## src/rtl/reset_pulse_monitor_pkg.sv

```systemverilog
// Shared definitions for the reset pulse monitor.
// Holds the FSM state encoding (2-bit), the default counter width and pulse
// thresholds, and a saturating increment helper for the event counter.
package reset_pulse_monitor_pkg;

    localparam int          CNT_W_DEF     = 25;
    localparam logic [24:0] MIN_PULSE_DEF = 25'd4;
    localparam logic [24:0] MAX_PULSE_DEF = 25'd21_900_000;
    localparam int          EVT_W         = 16;

    typedef enum logic [1:0] {
        IDLE     = 2'd0,
        LOW_QUAL = 2'd1,
        LOW      = 2'd2,
        STUCK    = 2'd3
    } state_t;

    // Increment that sticks at all-ones instead of wrapping.
    function automatic logic [EVT_W-1:0] sat_inc(input logic [EVT_W-1:0] v);
        return (v == {EVT_W{1'b1}}) ? v : v + 1'b1;
    endfunction

endpackage

```

## src/rtl/reset_pulse_monitor_if.sv

```systemverilog
// Signal bundle between the monitored reset line / its consumer and the
// reset pulse monitor.
//   line_n      monitored active-low reset line (async to clk)
//   clear       sync request to zero event_count
//   in_reset    level: qualified low pulse in progress
//   pulse_valid 1-cycle strobe: qualified pulse ended
//   pulse_len   length of the last qualified pulse, held between strobes
//   glitch      1-cycle strobe: low pulse shorter than the minimum seen
//   stuck       level: current pulse reached the stuck threshold
//   event_count qualified pulses seen, saturating
//   state       debug view of the monitor FSM state
// Handshake: there is no back-pressure. pulse_valid and glitch are single
// cycle strobes; a consumer must sample them on the cycle they are high.
// pulse_len is stable from the pulse_valid cycle until the next pulse_valid.
interface reset_pulse_monitor_if #(
    parameter int CNT_W = 25
);
    import reset_pulse_monitor_pkg::*;

    logic              line_n;
    logic              clear;
    logic              in_reset;
    logic              pulse_valid;
    logic [CNT_W-1:0]  pulse_len;
    logic              glitch;
    logic              stuck;
    logic [EVT_W-1:0]  event_count;
    state_t            state;

    modport master (
        output line_n, clear,
        input  in_reset, pulse_valid, pulse_len, glitch, stuck, event_count, state
    );

    modport slave (
        input  line_n, clear,
        output in_reset, pulse_valid, pulse_len, glitch, stuck, event_count, state
    );

endinterface

```

## src/rtl/reset_pulse_monitor_sync_ff_chain.sv

```systemverilog
// sync_ff_chain: multi-flop synchronizer for a single async input.
// The chain presets to 1 on reset so an active-low input reads as released
// until real samples have propagated through.
//   clk    sampling clock
//   rst_n  async active-low reset (presets chain to 1)
//   d      asynchronous input
//   q      synchronized output, STAGES cycles behind d
module sync_ff_chain #(
    parameter int STAGES = 2
) (
    input  logic clk,
    input  logic rst_n,
    input  logic d,
    output logic q
);
    logic [STAGES-1:0] ff;

    always_ff @(posedge clk or negedge rst_n) begin
        if (!rst_n) begin
            ff <= '1;
        end else begin
            ff <= {ff[STAGES-2:0], d};
        end
    end

    assign q = ff[STAGES-1];

endmodule

```

## src/rtl/reset_pulse_monitor.sv

```systemverilog
// reset_pulse_monitor: receive side of the target reset line.
// Synchronizes line_n, rejects low pulses shorter than MIN_PULSE, measures
// qualified low pulses in clk cycles, flags pulses reaching MAX_PULSE as
// stuck and counts qualified pulses.
//   clk    system clock
//   rst_n  async active-low reset
//   bus    slave side of reset_pulse_monitor_if (line_n/clear in, results out)
module reset_pulse_monitor
    import reset_pulse_monitor_pkg::*;
#(
    parameter int               SYNC_STAGES = 2,
    parameter int               CNT_W       = CNT_W_DEF,
    parameter logic [CNT_W-1:0] MIN_PULSE   = CNT_W'(MIN_PULSE_DEF),
    parameter logic [CNT_W-1:0] MAX_PULSE   = CNT_W'(MAX_PULSE_DEF)
) (
    input  logic                 clk,
    input  logic                 rst_n,
    reset_pulse_monitor_if.slave bus
);
    localparam logic [CNT_W-1:0] ONE = CNT_W'(1);

    logic s;

    sync_ff_chain #(.STAGES(SYNC_STAGES)) u_sync (
        .clk   (clk),
        .rst_n (rst_n),
        .d     (bus.line_n),
        .q     (s)
    );

    state_t           state_q, state_d;
    logic [CNT_W-1:0] cnt_q, cnt_d;
    logic [CNT_W-1:0] len_q, len_d;
    logic             pv_q, pv_d;
    logic             glitch_q, glitch_d;
    logic             in_reset_q, stuck_q;
    logic             inc;
    logic [EVT_W-1:0] evt_q;

    always_ff @(posedge clk or negedge rst_n) begin
        if (!rst_n) begin
            state_q    <= IDLE;
            cnt_q      <= '0;
            len_q      <= '0;
            pv_q       <= 1'b0;
            glitch_q   <= 1'b0;
            in_reset_q <= 1'b0;
            stuck_q    <= 1'b0;
        end else begin
            state_q    <= state_d;
            cnt_q      <= cnt_d;
            len_q      <= len_d;
            pv_q       <= pv_d;
            glitch_q   <= glitch_d;
            // Registered decode of the next state, so in_reset drops on the
            // same cycle pulse_valid rises.
            in_reset_q <= (state_d == LOW) || (state_d == STUCK);
            stuck_q    <= (state_d == STUCK);
        end
    end

    // cnt holds the number of consecutive low samples seen so far.
    always_comb begin
        state_d  = state_q;
        cnt_d    = cnt_q;
        len_d    = len_q;
        pv_d     = 1'b0;
        glitch_d = 1'b0;
        inc      = 1'b0;
        case (state_q)
            IDLE: begin
                if (!s) begin
                    cnt_d   = ONE;
                    state_d = (MIN_PULSE == ONE) ? LOW : LOW_QUAL;
                end
            end
            LOW_QUAL: begin
                if (s) begin
                    glitch_d = 1'b1;
                    cnt_d    = '0;
                    state_d  = IDLE;
                end else begin
                    cnt_d = cnt_q + ONE;
                    if (cnt_q == MIN_PULSE - ONE) state_d = LOW;
                end
            end
            LOW: begin
                if (s) begin
                    pv_d    = 1'b1;
                    len_d   = cnt_q;
                    inc     = 1'b1;
                    cnt_d   = '0;
                    state_d = IDLE;
                end else begin
                    if (cnt_q < MAX_PULSE) cnt_d = cnt_q + ONE;
                    if (cnt_q == MAX_PULSE - ONE) state_d = STUCK;
                end
            end
            STUCK: begin
                if (s) begin
                    pv_d    = 1'b1;
                    len_d   = MAX_PULSE;
                    inc     = 1'b1;
                    cnt_d   = '0;
                    state_d = IDLE;
                end
            end
            default: state_d = IDLE;
        endcase
    end

    // clear has priority over a coincident increment.
    always_ff @(posedge clk or negedge rst_n) begin
        if (!rst_n) begin
            evt_q <= '0;
        end else if (bus.clear) begin
            evt_q <= '0;
        end else if (inc) begin
            evt_q <= sat_inc(evt_q);
        end
    end

    assign bus.in_reset    = in_reset_q;
    assign bus.pulse_valid = pv_q;
    assign bus.pulse_len   = len_q;
    assign bus.glitch      = glitch_q;
    assign bus.stuck       = stuck_q;
    assign bus.event_count = evt_q;
    assign bus.state       = state_q;

endmodule

```

## src/flat_wrapper.sv

```systemverilog
// flat-port wrapper written by rule: the top's interface ports become plain ports
module reset_pulse_monitor_flat import reset_pulse_monitor_pkg::*;
#(
    parameter int               SYNC_STAGES = 2,
    parameter int               CNT_W       = CNT_W_DEF,
    parameter logic [CNT_W-1:0] MIN_PULSE   = CNT_W'(MIN_PULSE_DEF),
    parameter logic [CNT_W-1:0] MAX_PULSE   = CNT_W'(MAX_PULSE_DEF)
)
  (clk, rst_n, bus_line_n, bus_clear, bus_in_reset, bus_pulse_valid, bus_pulse_len, bus_glitch, bus_stuck, bus_event_count, bus_state);
  reset_pulse_monitor_if #(.CNT_W(CNT_W)) bus_i ();
  input  logic clk;
  input  logic rst_n;
  input wire logic [$bits(bus_i.line_n)-1:0] bus_line_n;
  input wire logic [$bits(bus_i.clear)-1:0] bus_clear;
  output wire logic [$bits(bus_i.in_reset)-1:0] bus_in_reset;
  output wire logic [$bits(bus_i.pulse_valid)-1:0] bus_pulse_valid;
  output wire logic [$bits(bus_i.pulse_len)-1:0] bus_pulse_len;
  output wire logic [$bits(bus_i.glitch)-1:0] bus_glitch;
  output wire logic [$bits(bus_i.stuck)-1:0] bus_stuck;
  output wire logic [$bits(bus_i.event_count)-1:0] bus_event_count;
  output wire logic [$bits(bus_i.state)-1:0] bus_state;
  assign bus_i.line_n = bus_line_n;
  assign bus_i.clear = bus_clear;
  assign bus_in_reset = bus_i.in_reset;
  assign bus_pulse_valid = bus_i.pulse_valid;
  assign bus_pulse_len = bus_i.pulse_len;
  assign bus_glitch = bus_i.glitch;
  assign bus_stuck = bus_i.stuck;
  assign bus_event_count = bus_i.event_count;
  assign bus_state = bus_i.state;
  reset_pulse_monitor #(.SYNC_STAGES(SYNC_STAGES), .CNT_W(CNT_W), .MIN_PULSE(MIN_PULSE), .MAX_PULSE(MAX_PULSE)) u_core (.clk(clk), .rst_n(rst_n), .bus(bus_i));
endmodule
```

## config.mk

```make
export PLATFORM = sky130hd
export DESIGN_NAME = reset_pulse_monitor_flat
export DESIGN_NICKNAME = d
export VERILOG_FILES = /design/src/rtl/reset_pulse_monitor_pkg.sv /design/src/rtl/reset_pulse_monitor_if.sv /design/src/rtl/reset_pulse_monitor_sync_ff_chain.sv /design/src/rtl/reset_pulse_monitor.sv /design/src/flat_wrapper.sv
export SDC_FILE = /design/constraint.sdc
export NUM_CORES = 1
export LEC_CHECK = 0
export ABC_AREA = 1
export ABC_CLOCK_PERIOD_IN_PS = 3900
export CAP_MARGIN = 10
export CORE_MARGIN = 10
export CORE_UTILIZATION = 55
export DETAILED_ROUTE_END_ITERATION = 12
export GPL_TIMING_DRIVEN = 0
export PLACE_DENSITY = 0.88
export RECOVER_POWER = 50
export SETUP_SLACK_MARGIN = 0.4
export SLEW_MARGIN = 10
export SYNTH_ARGS = -nofsm -noshare
export SYNTH_HDL_FRONTEND = slang
export SYNTH_SLANG_ARGS = --single-unit
```

## constraint.sdc

```tcl
create_clock -name clk -period 3.9 [get_ports clk]
set_clock_uncertainty 0.1 [all_clocks]
set_input_delay 0.78 -clock clk [delete_from_list [all_inputs] [get_ports clk]]
set_output_delay 0.78 -clock clk [all_outputs]
set_load 0.1 [all_outputs]
```

==> impl_metrics.env, run 1 <==
export IMPL_hpwl_mm=9.37
export IMPL_clockBufferDepth=2
export IMPL_synth_edf_count=0
export IMPL_grt_pass1_wl_mm=21.1
export IMPL_postSynthCellCount=631
export IMPL_cap_violations=1
export IMPL_path_max_fanout=10
export IMPL_cpMaxStageDelayCell="o21ai_0"
export IMPL_synth_distinct_cells=38
export IMPL_cts_resized=0
export IMPL_firstDrtPassIters=6
export IMPL_die_area_um2=12300
export IMPL_end_kind="flip-flop"
export IMPL_p_int_mw=1.53
export IMPL_drt_iter0_drc=451
export IMPL_synth_seq_cells=74
export IMPL_first_global_vias=4327
export IMPL_antenna_found_initial=0
export IMPL_port_buffers=50
export IMPL_critPathKind="flip-flop to flip-flop"
export IMPL_wl_mm=12.3
export IMPL_grt_usage=0.202
export IMPL_async_flop_share=1.00
export IMPL_rsz0062_at_grt="no"
export IMPL_cp_top_family="compound AO/OA/AOI/OAI gates"
export IMPL_final_cell_mix="nand2_1 (193), nor2_1 (87), dfrtp_1 (72)"
export IMPL_cts_tree="done"
export IMPL_place_gp_congestion=0.928
export IMPL_pwr_share_comb=0.505
export IMPL_place_area_um2=5200
export IMPL_synth_largest_area_cell="dfrtp_1"
export IMPL_synth_area_leaders="dfrtp_1 (40%), nand2_1 (16%), nor2_1 (7.2%)"
export IMPL_start_kind="flip-flop"
export IMPL_clk_latency_ps=370
export IMPL_ctsHoldBuffers=0
export IMPL_core_rowCount=33
export IMPL_nets=704
export IMPL_cp_arrival_ps=3270
export IMPL_syn_mean_instance_area_um2=7.20
export IMPL_synth_ff_type="dfrtp_1"
export IMPL_max_slew_margin=-0.0338
export IMPL_min_period_over_period=0.804
export IMPL_cp_num_buf_inv=4
export IMPL_cts_buffers_inserted=9
export IMPL_vdd_drop_max_mv=0.333
export IMPL_initial_core_util=0.559
export IMPL_cp_common_cell="inv_1"
export IMPL_layout_commonest_cell="nand2_1"
export IMPL_n_antenna_cell=0
export IMPL_clk_pin_slew_ps=90
export IMPL_layoutNonFillerInstCount=803
export IMPL_die_x_um=111
export IMPL_path_cells="ha_1 > clkbuf_1 > inv_1 > nand2_1 > nand2_1 > inv_1 > o21ai_0 > inv_1 > nand3_1 > o21ai_0"
export IMPL_period_needed_ps=3130
export IMPL_pin_count=51
export IMPL_core_area_um2=8130
export IMPL_switchingPower_mw=1.65
export IMPL_drive_above_1_share=0.0931
export IMPL_hp_class="flip-flop to flip-flop"
export IMPL_violations="max-capacitance violations, max-slew violations"
export IMPL_power_density_nw_per_um2=593
export IMPL_synth_area_um2=4550
export IMPL_ys_warn_count=0
export IMPL_tightest_slew_ps=1550
export IMPL_htreeDepth=3
export IMPL_dp_cells=787
export IMPL_status="finished, violations left"
export IMPL_seq_area_frac_synth=0.408
export IMPL_fmax_mhz=319
export IMPL_final_area_um2=5350
export IMPL_clkPwrFrac=0.190
export IMPL_hold_violations=0
export IMPL_vias=4500
export IMPL_grt_max_degree=47
export IMPL_drcViolationCount=0
export IMPL_worstPathRequired_ps=4040
export IMPL_drv_slew=30
export IMPL_vias_per_cell=5.60
export IMPL_synth_top_area_frac=0.396
export IMPL_power_frac_seq=0.305
export IMPL_wl_per_cell_um=15.4
export IMPL_die_h_um=111
export IMPL_max_stage_delay_ps=800
export IMPL_p_leak_nw=2.41
export IMPL_syn_num_nets=642
export IMPL_area_growth_pct=17.8
export IMPL_ant_nets=0
export IMPL_cts_root_buf="clkbuf_8"
export IMPL_cts_sinks=74
export IMPL_postCtsSetupBuffers=0
export IMPL_setup_viol=0
export IMPL_overflow=0
export IMPL_swShare=0.519
==> logic make-up (layout without fill, tap and decap cells) <==
family | count (synthesis) | in the layout | share of synthesized area
AO/OA/AOI/OAI | 65 | 65 | 0.0958
AND/OR/NAND/NOR | 392 | 392 | 0.375
adder cells (fa/ha/maj) | 7 | 7 | 0.0193
flip-flops | 74 | 74 | 0.408
XOR/XNOR | 9 | 9 | 0.0173
buffers and inverters | 84 | 151 | 0.0842
==> sequential cells by signal (all words and copies together), names as in the netlist, 2 cells and up <==
| name | count |
|---|---|
| u_core.bus.pulse_len | 25 |
| u_core.cnt_q | 25 |
| u_core.bus.state | 2 |
| u_core.bus.event_count | 16 |
| u_core.u_sync.ff | 2 |
==> Yosys cell counts (4+ instances only) <==
library cell,n
inv_1,52
a21oi_1,4
nand3_1,52
ha_1,7
o21ai_0,25
nor3_1,12
nand2_1,192
nand2_2,4
o21ai_2,11
nor2_1,87
xor2_1,7
o31ai_1,10
clkbuf_1,7
dfrtp_1,72
nor2_2,6
inv_2,5
buf_2,13
a31oi_1,7
nand4_1,29
==> power groups by stage <==
stage               clock network (mW)  logic [mW]  registers (mW)
finish                           0.604        1.60           0.967
floorplan                            0       0.507            1.67
CTS                              0.605        1.62           0.964
global route                     0.638        1.70           0.980
detailed placement                   0        1.61           0.979
global placement                     0        1.59           0.972
==> metrics by stage <==
| step | setup WS (ps) | utilization | hold WS, ps | setup TNS (ps) | power, mW |
|---|---|---|---|---|---|
| finish | 766 | 0.658 | 258 | 0 | 3.18 |
| global route | 483 | 0.658 | 262 | 0 | 3.32 |
| CTS | 960 | 0.664 | 247 | 0 | 3.19 |
| detailed placement | 1360 | 0.640 | 248 | 0 | 2.59 |
| global placement | -484 | 0.637 | 246 | -34530 | 2.56 |
| floorplan | 1240 | - | 245 | 0 | 2.18 |
==> worst register-to-register path: cells and delay by family (launching register included) <==
family,cells,cell delay [ps]
flops,1,450
buf+inv,4,840
compound gates,2,890
simple gates,3,520
fa+ha+maj,1,200
==> final timing paths <==
check                      depth (start not counted)                start                   endpoint  slack (ps)
setup / recovery                                  10  u_core.bus.state[1]  u_core.bus.event_count[5]         770
hold / removal                                     0  u_core.u_sync.ff[0]        u_core.u_sync.ff[1]         260
setup reg to reg                                  10  u_core.bus.state[1]  u_core.bus.event_count[5]         770
hold reg to reg                                    0  u_core.u_sync.ff[0]        u_core.u_sync.ff[1]         260
max in group asynchronous                          2                rst_n           u_core.cnt_q[19]        1180
min in group asynchronous                          1                rst_n    u_core.bus.pulse_len[7]         680
==> layout make-up <==
cell class / count / area (um^2)
Fill cell: 714 / 2780
Buffer: 25 / 158
Sequential cell: 74 / 1850
Timing Repair Buffer: 51 / 499
Clock buffer: 10 / 128
Clock inverter: 6 / 67.6
Tap cell: 105 / 131
Multi-Input combinational cell: 473 / 2290
Inverter: 59 / 221
==> routing by layer <==
| metal | vias to the layer above | GRT usage | wire, um |
|---|---|---|---|
| met5 | - | 0 | 0 |
| met4 | 0 | 0.0556 | 187 |
| met3 | 22 | 0.0460 | 1010 |
| met2 | 205 | 0.321 | 5540 |
| met1 | 2093 | 0.268 | 5590 |
| li1 | 2180 | - | - |
Power figures use the tool's default switching activity.
==> run 2, diff against run 1 <==
--- a/config.mk
+++ b/config.mk
@@ -6,13 +6,13 @@
 export NUM_CORES = 1
 export LEC_CHECK = 0
 export ABC_AREA = 1
-export ABC_CLOCK_PERIOD_IN_PS = 3900
+export ABC_CLOCK_PERIOD_IN_PS = 2800
 export CAP_MARGIN = 10
 export CORE_MARGIN = 10
-export CORE_UTILIZATION = 55
+export CORE_UTILIZATION = 51
 export DETAILED_ROUTE_END_ITERATION = 12
 export GPL_TIMING_DRIVEN = 0
-export PLACE_DENSITY = 0.88
+export PLACE_DENSITY = 0.86
 export RECOVER_POWER = 50
 export SETUP_SLACK_MARGIN = 0.4
 export SLEW_MARGIN = 10
==> constraint.sdc (replaced) <==
create_clock -name clk -period 2.8 [get_ports clk]
set_clock_uncertainty 0.1 [all_clocks]
set_input_delay 0.56 -clock clk [delete_from_list [all_inputs] [get_ports clk]]
set_output_delay 0.56 -clock clk [all_outputs]
set_load 0.1 [all_outputs]
==> impl_metrics.env, run 2 (synthesis results as in run 1) <==
export IMPL_place_gp_congestion=0.987
export IMPL_min_to="u_core.u_sync.ff[1]"
export IMPL_htreeDepth=3
export IMPL_initial_core_util=0.524
export IMPL_die_x_um=114
export IMPL_fmax_mhz=409
export IMPL_critPathKind="flip-flop to output pin"
export IMPL_antenna_found_initial=0
export IMPL_cts_sinks=74
export IMPL_hold_ws_ps=257
export IMPL_use_met1=0.264
export IMPL_period_needed_ps=2450
export IMPL_die_h_um=114
export IMPL_power_density_nw_per_um2=835
export IMPL_end_kind="output pin"
export IMPL_ff2ff_path_depth=9
export IMPL_cp_top_family="buffers and inverters"
export IMPL_worstPathRequired_ps=2140
export IMPL_vdd_drop_max_mv=0.586
export IMPL_path_max_fanout=8
export IMPL_cp_num_buf_inv=1
export IMPL_fill_cells=794
export IMPL_drt_iter0_drc=460
export IMPL_core_area_um2=8680
export IMPL_nets=706
export IMPL_area_growth_pct=18.3
export IMPL_p_leak_nw=2.61
export IMPL_first_global_vias=4345
export IMPL_start_kind="flip-flop"
export IMPL_max_slew_margin=-0.163
export IMPL_grt_usage=0.200
export IMPL_clockBufferDepth=2
export IMPL_wl_mm=12.8
export IMPL_min_period_over_period=0.874
export IMPL_setup_viol=0
export IMPL_vias=4539
export IMPL_status="finished, violations left"
export IMPL_min_from="u_core.u_sync.ff[0]"
export IMPL_r2r_start="u_core.bus.state[1]"
export IMPL_path_cells="clkbuf_1"
export IMPL_violations="max-capacitance violations, max-slew violations"
export IMPL_cts_tree="done"
export IMPL_regToRegSetupSlack_ps=410
export IMPL_hold_violations=0
export IMPL_wl_per_cell_um=15.9
export IMPL_place_area_um2=5200
export IMPL_holdPathStages=0
export IMPL_layout_commonest_cell="nand2_1"
export IMPL_pin_count=51
export IMPL_grt_busiest_layer="met2"
export IMPL_n_antenna_cell=0
export IMPL_grt_pass1_wl_mm=21.4
export IMPL_rsz0062_at_grt="no"
export IMPL_vias_per_cell=5.62
export IMPL_drive_above_1_share=0.106
export IMPL_max_stage_delay_ps=900
export IMPL_final_cell_mix="nand2_1 (192), nor2_1 (87), dfrtp_1 (69)"
export IMPL_post_route_util=0.620
export IMPL_overflow=0
export IMPL_firstDrtPassIters=7
export IMPL_final_area_um2=5380
export IMPL_ant_nets=0
export IMPL_die_area_um2=13100
export IMPL_port_buffers=50
export IMPL_drv_slew=31
export IMPL_clk_latency_ps=350
export IMPL_cpMaxStageDelayCell="clkbuf_1"
export IMPL_worst_r2r_endpoint="u_core.bus.pulse_len[22]"
export IMPL_cts_buffers_inserted=9
export IMPL_tightest_slew_ps=1740
export IMPL_grt_max_degree=45
export IMPL_drcViolationCount=0
export IMPL_grtUsageMet2=0.314
export IMPL_clk_pin_slew_ps=90
export IMPL_cp_arrival_ps=1790
export IMPL_pre_cts_slack_ps=457
export IMPL_hp_class="flip-flop to flip-flop"
export IMPL_cap_violations=1
export IMPL_grt_util_met3=0.0461
export IMPL_worst_slack_ps=354
export IMPL_hpwl_mm=9.82
export IMPL_cts_root_buf="clkbuf_8"
export IMPL_core_rowCount=34
[run 2: layer usage]
metal / up-vias / wire length, um
met5: - / 0
met3: 19 / 1220
met4: 0 / 238
met2: 195 / 5880
met1: 2147 / 5500
li1: 2178 / -
[run 2: how the worst max path moves through the flow]
stage / slack (ps) / depth (start not counted) / to / start
floorplan: 400 / 8 / u_core.bus.event_count[12] / u_core.bus.event_count[1]
global placement: -1660 / 1 / u_core.bus.event_count[0] / rst_n
detailed placement: 460 / 1 / bus_event_count[12] / u_core.bus.event_count[12]
CTS: 350 / 1 / bus_event_count[12] / u_core.bus.event_count[12]
global route: 250 / 10 / u_core.bus.event_count[6] / u_core.bus.state[1]
finish: 350 / 1 / bus_event_count[12] / u_core.bus.event_count[12]
[run 2: timing repair]
action | in CTS | in global routing
hold endpoints to repair | 0 | 0
resized for setup | 49 | 8
setup buffers | 0 | 2
pin swaps | 0 | 1
setup endpoints to repair | 47 | 6
hold buffers | 0 | 0
[run 2: cell type report]
| type | count | area, um^2 | area share |
|---|---|---|---|
| multi-input cells | 473 | 2310 | 0.431 |
| repair buffers | 53 | 458 | 0.0852 |
| clock inverters | 5 | 85.1 | 0.0158 |
| plain buffers | 25 | 159 | 0.0296 |
| flip-flops and latches | 74 | 1860 | 0.346 |
| well taps | 108 | 135 | 0.0251 |
| inverters | 59 | 225 | 0.0419 |
| clock buffers | 11 | 141 | 0.0263 |
[run 2: power by group]
part | switching [mW] | internal (mW) | total, mW | leakage, nW
logic | 1.77 | 0.418 | 2.19 | 1.51
clock network | 0.427 | 0.533 | 0.960 | 0.111
registers | 0.112 | 1.23 | 1.34 | 0.995
[run 2: metrics by stage]
stage / setup TNS [ps] / power (mW) / std cells
final: 0 / 4.49 / 808
after global routing: 0 / 4.70 / 808
after CTS: 0 / 4.49 / 806
after detailed placement: 0 / 3.63 / 790
after global placement: -102100 / 3.57 / 789
after floorplan: 0 / 3.04 / 631
==> run 3, diff against run 2 <==
--- a/config.mk
+++ b/config.mk
@@ -8,11 +8,14 @@
 export ABC_AREA = 1
 export ABC_CLOCK_PERIOD_IN_PS = 2800
 export CAP_MARGIN = 10
+export CELL_PAD_IN_SITES_DETAIL_PLACEMENT = 1
+export CELL_PAD_IN_SITES_GLOBAL_PLACEMENT = 1
 export CORE_MARGIN = 10
-export CORE_UTILIZATION = 51
+export CORE_UTILIZATION = 38
+export CTS_BUF_LIST = sky130_fd_sc_hd__clkbuf_8
 export DETAILED_ROUTE_END_ITERATION = 12
 export GPL_TIMING_DRIVEN = 0
-export PLACE_DENSITY = 0.86
+export PLACE_DENSITY = 0.88
 export RECOVER_POWER = 50
 export SETUP_SLACK_MARGIN = 0.4
 export SLEW_MARGIN = 10
==> impl_metrics.env, run 3 (synthesis results as in run 1) <==
export IMPL_cpMaxStageDelayCell="clkbuf_1"
export IMPL_clockBufferDepth=2
export IMPL_grt_usage=0.186
export IMPL_core_area_um2=11600
export IMPL_port_buffers=50
export IMPL_clk_latency_ps=380
export IMPL_post_route_util=0.469
export IMPL_worstPathRequired_ps=2140
export IMPL_drv_slew=31
export IMPL_layout_commonest_cell="nand2_1"
export IMPL_vdd_drop_max_mv=0.368
export IMPL_core_rowCount=39
export IMPL_p_leak_nw=2.62
export IMPL_path_cells="clkbuf_1"
export IMPL_start_kind="flip-flop"
export IMPL_wl_mm=15.7
export IMPL_drt_iter0_drc=417
export IMPL_fmax_mhz=404
export IMPL_cp_num_buf_inv=1
export IMPL_setup_tns_final_ps=0
export IMPL_area_growth_pct=19.2
export IMPL_pin_count=51
export IMPL_die_h_um=129
export IMPL_status="finished, violations left"
export IMPL_place_gp_congestion=0.898
export IMPL_ant_nets=0
export IMPL_initial_core_util=0.393
export IMPL_r2r_start="u_core.bus.state[0]"
export IMPL_max_stage_delay_ps=910
export IMPL_setup_viol=0
export IMPL_critPathKind="flip-flop to output pin"
export IMPL_cap_violations=1
export IMPL_worst_r2r_endpoint="u_core.bus.event_count[5]"
export IMPL_vias=4682
export IMPL_period_needed_ps=2470
export IMPL_grt_pass1_wl_mm=25.0
export IMPL_hp_class="flip-flop to flip-flop"
export IMPL_cts_sinks=74
export IMPL_cp_top_family="buffers and inverters"
export IMPL_hpwl_mm=11.6
export IMPL_htreeDepth=3
export IMPL_cp_arrival_ps=1810
export IMPL_ff2ff_path_depth=10
export IMPL_n_antenna_cell=0
export IMPL_cts_root_buf="clkbuf_8"
export IMPL_cts_buffers_inserted=9
export IMPL_violations="max-capacitance violations, max-slew violations"
export IMPL_nets=709
export IMPL_tightest_slew_ps=1950
export IMPL_vias_per_cell=5.53
export IMPL_wl_per_cell_um=18.6
export IMPL_crit_cells=1
export IMPL_power_density_nw_per_um2=833
export IMPL_final_cell_mix="nand2_1 (192), nor2_1 (87), dfrtp_1 (69)"
export IMPL_regToRegSetupSlack_ps=370
export IMPL_drive_above_1_share=0.112
export IMPL_overflow=0
export IMPL_max_slew_margin=-0.299
export IMPL_drcViolationCount=0
export IMPL_rsz0062_at_grt="no"
export IMPL_cp_startpoint="u_core.bus.event_count[13]"
export IMPL_hold_violations=0
export IMPL_first_global_vias=4858
export IMPL_grt_max_degree=45
export IMPL_end_kind="output pin"
export IMPL_antenna_found_initial=0
export IMPL_min_period_over_period=0.883
export IMPL_cts_tree="done"
export IMPL_crit_path_end="bus_event_count[13]"
export IMPL_path_max_fanout=7
export IMPL_ctsHoldBuffers=0
export IMPL_firstDrtPassIters=5
export IMPL_die_x_um=129
export IMPL_die_area_um2=16700
export IMPL_clk_pin_slew_ps=80
==> run 3: layout make-up <==
cell class,instances,area [um^2]
multi-input combinational,473,2320
sequential,74,1860
inverter,59,225
clock buffer,10,138
fill,1482,6150
clock inverter,6,65.1
timing repair buffer,56,472
tap,143,179
buffer,25,160
==> run 3: power breakdown <==
| group | switching [mW] | total, mW | internal, mW |
|---|---|---|---|
| clock | 0.449 | 0.886 | 0.437 |
| sequential | 0.117 | 1.34 | 1.23 |
| combinational | 1.84 | 2.29 | 0.450 |
==> run 3: worst register-to-register path, stage by stage, from the launching register on <==
cell and delay, ps:
dfrtp_2 440, ha_1 190, buf_2 170, inv_1 160, nand2_1 130, nand2_2 200
inv_1 260, o21ai_4 300, inv_1 150, nand3_1 110, o21ai_0 100
==> run 3: worst min-delay path by stage <==
stage,slack (ps),cells after the start,to,startpoint
3_5_place_dp,250,0,u_core.u_sync.ff[1],u_core.u_sync.ff[0]
2_1_floorplan,160,0,u_core.bus.event_count[0],rst_n
5_1_grt,270,0,u_core.u_sync.ff[1],u_core.u_sync.ff[0]
3_3_place_gp,250,0,u_core.u_sync.ff[1],u_core.u_sync.ff[0]
6_report,260,0,u_core.u_sync.ff[1],u_core.u_sync.ff[0]
4_1_cts,30,1,u_core.bus.pulse_len[1],rst_n
==> run 3: routing by layer <==
| metal | track usage | part of all wire |
|---|---|---|
| met5 | 0 | 0 |
| met1 | 0.225 | 0.44 |
| met3 | 0.0257 | 0.047 |
| met2 | 0.326 | 0.50 |
| met4 | 0.0769 | 0.021 |
==> run 3: timing repair <==
action / in CTS / in global routing
endpoints found under the setup margin: 48 / 33
pin swaps: 0 / 2
buffers inserted: 0 / 5
hold endpoints to repair: 0 / 0
resized for setup: 53 / 10
==> run 3: per-stage QoR <==
stage	std cells	setup slack, ps	instance area, um^2	total power, mW	hold slack, ps
global placement	824	-1790	5230	3.61	245
global route	846	220	5420	4.70	271
floorplan	631	404	4550	3.04	164
finish	846	327	5420	4.51	260
CTS	841	354	5410	4.47	32.8
detailed placement	825	351	5250	3.67	249
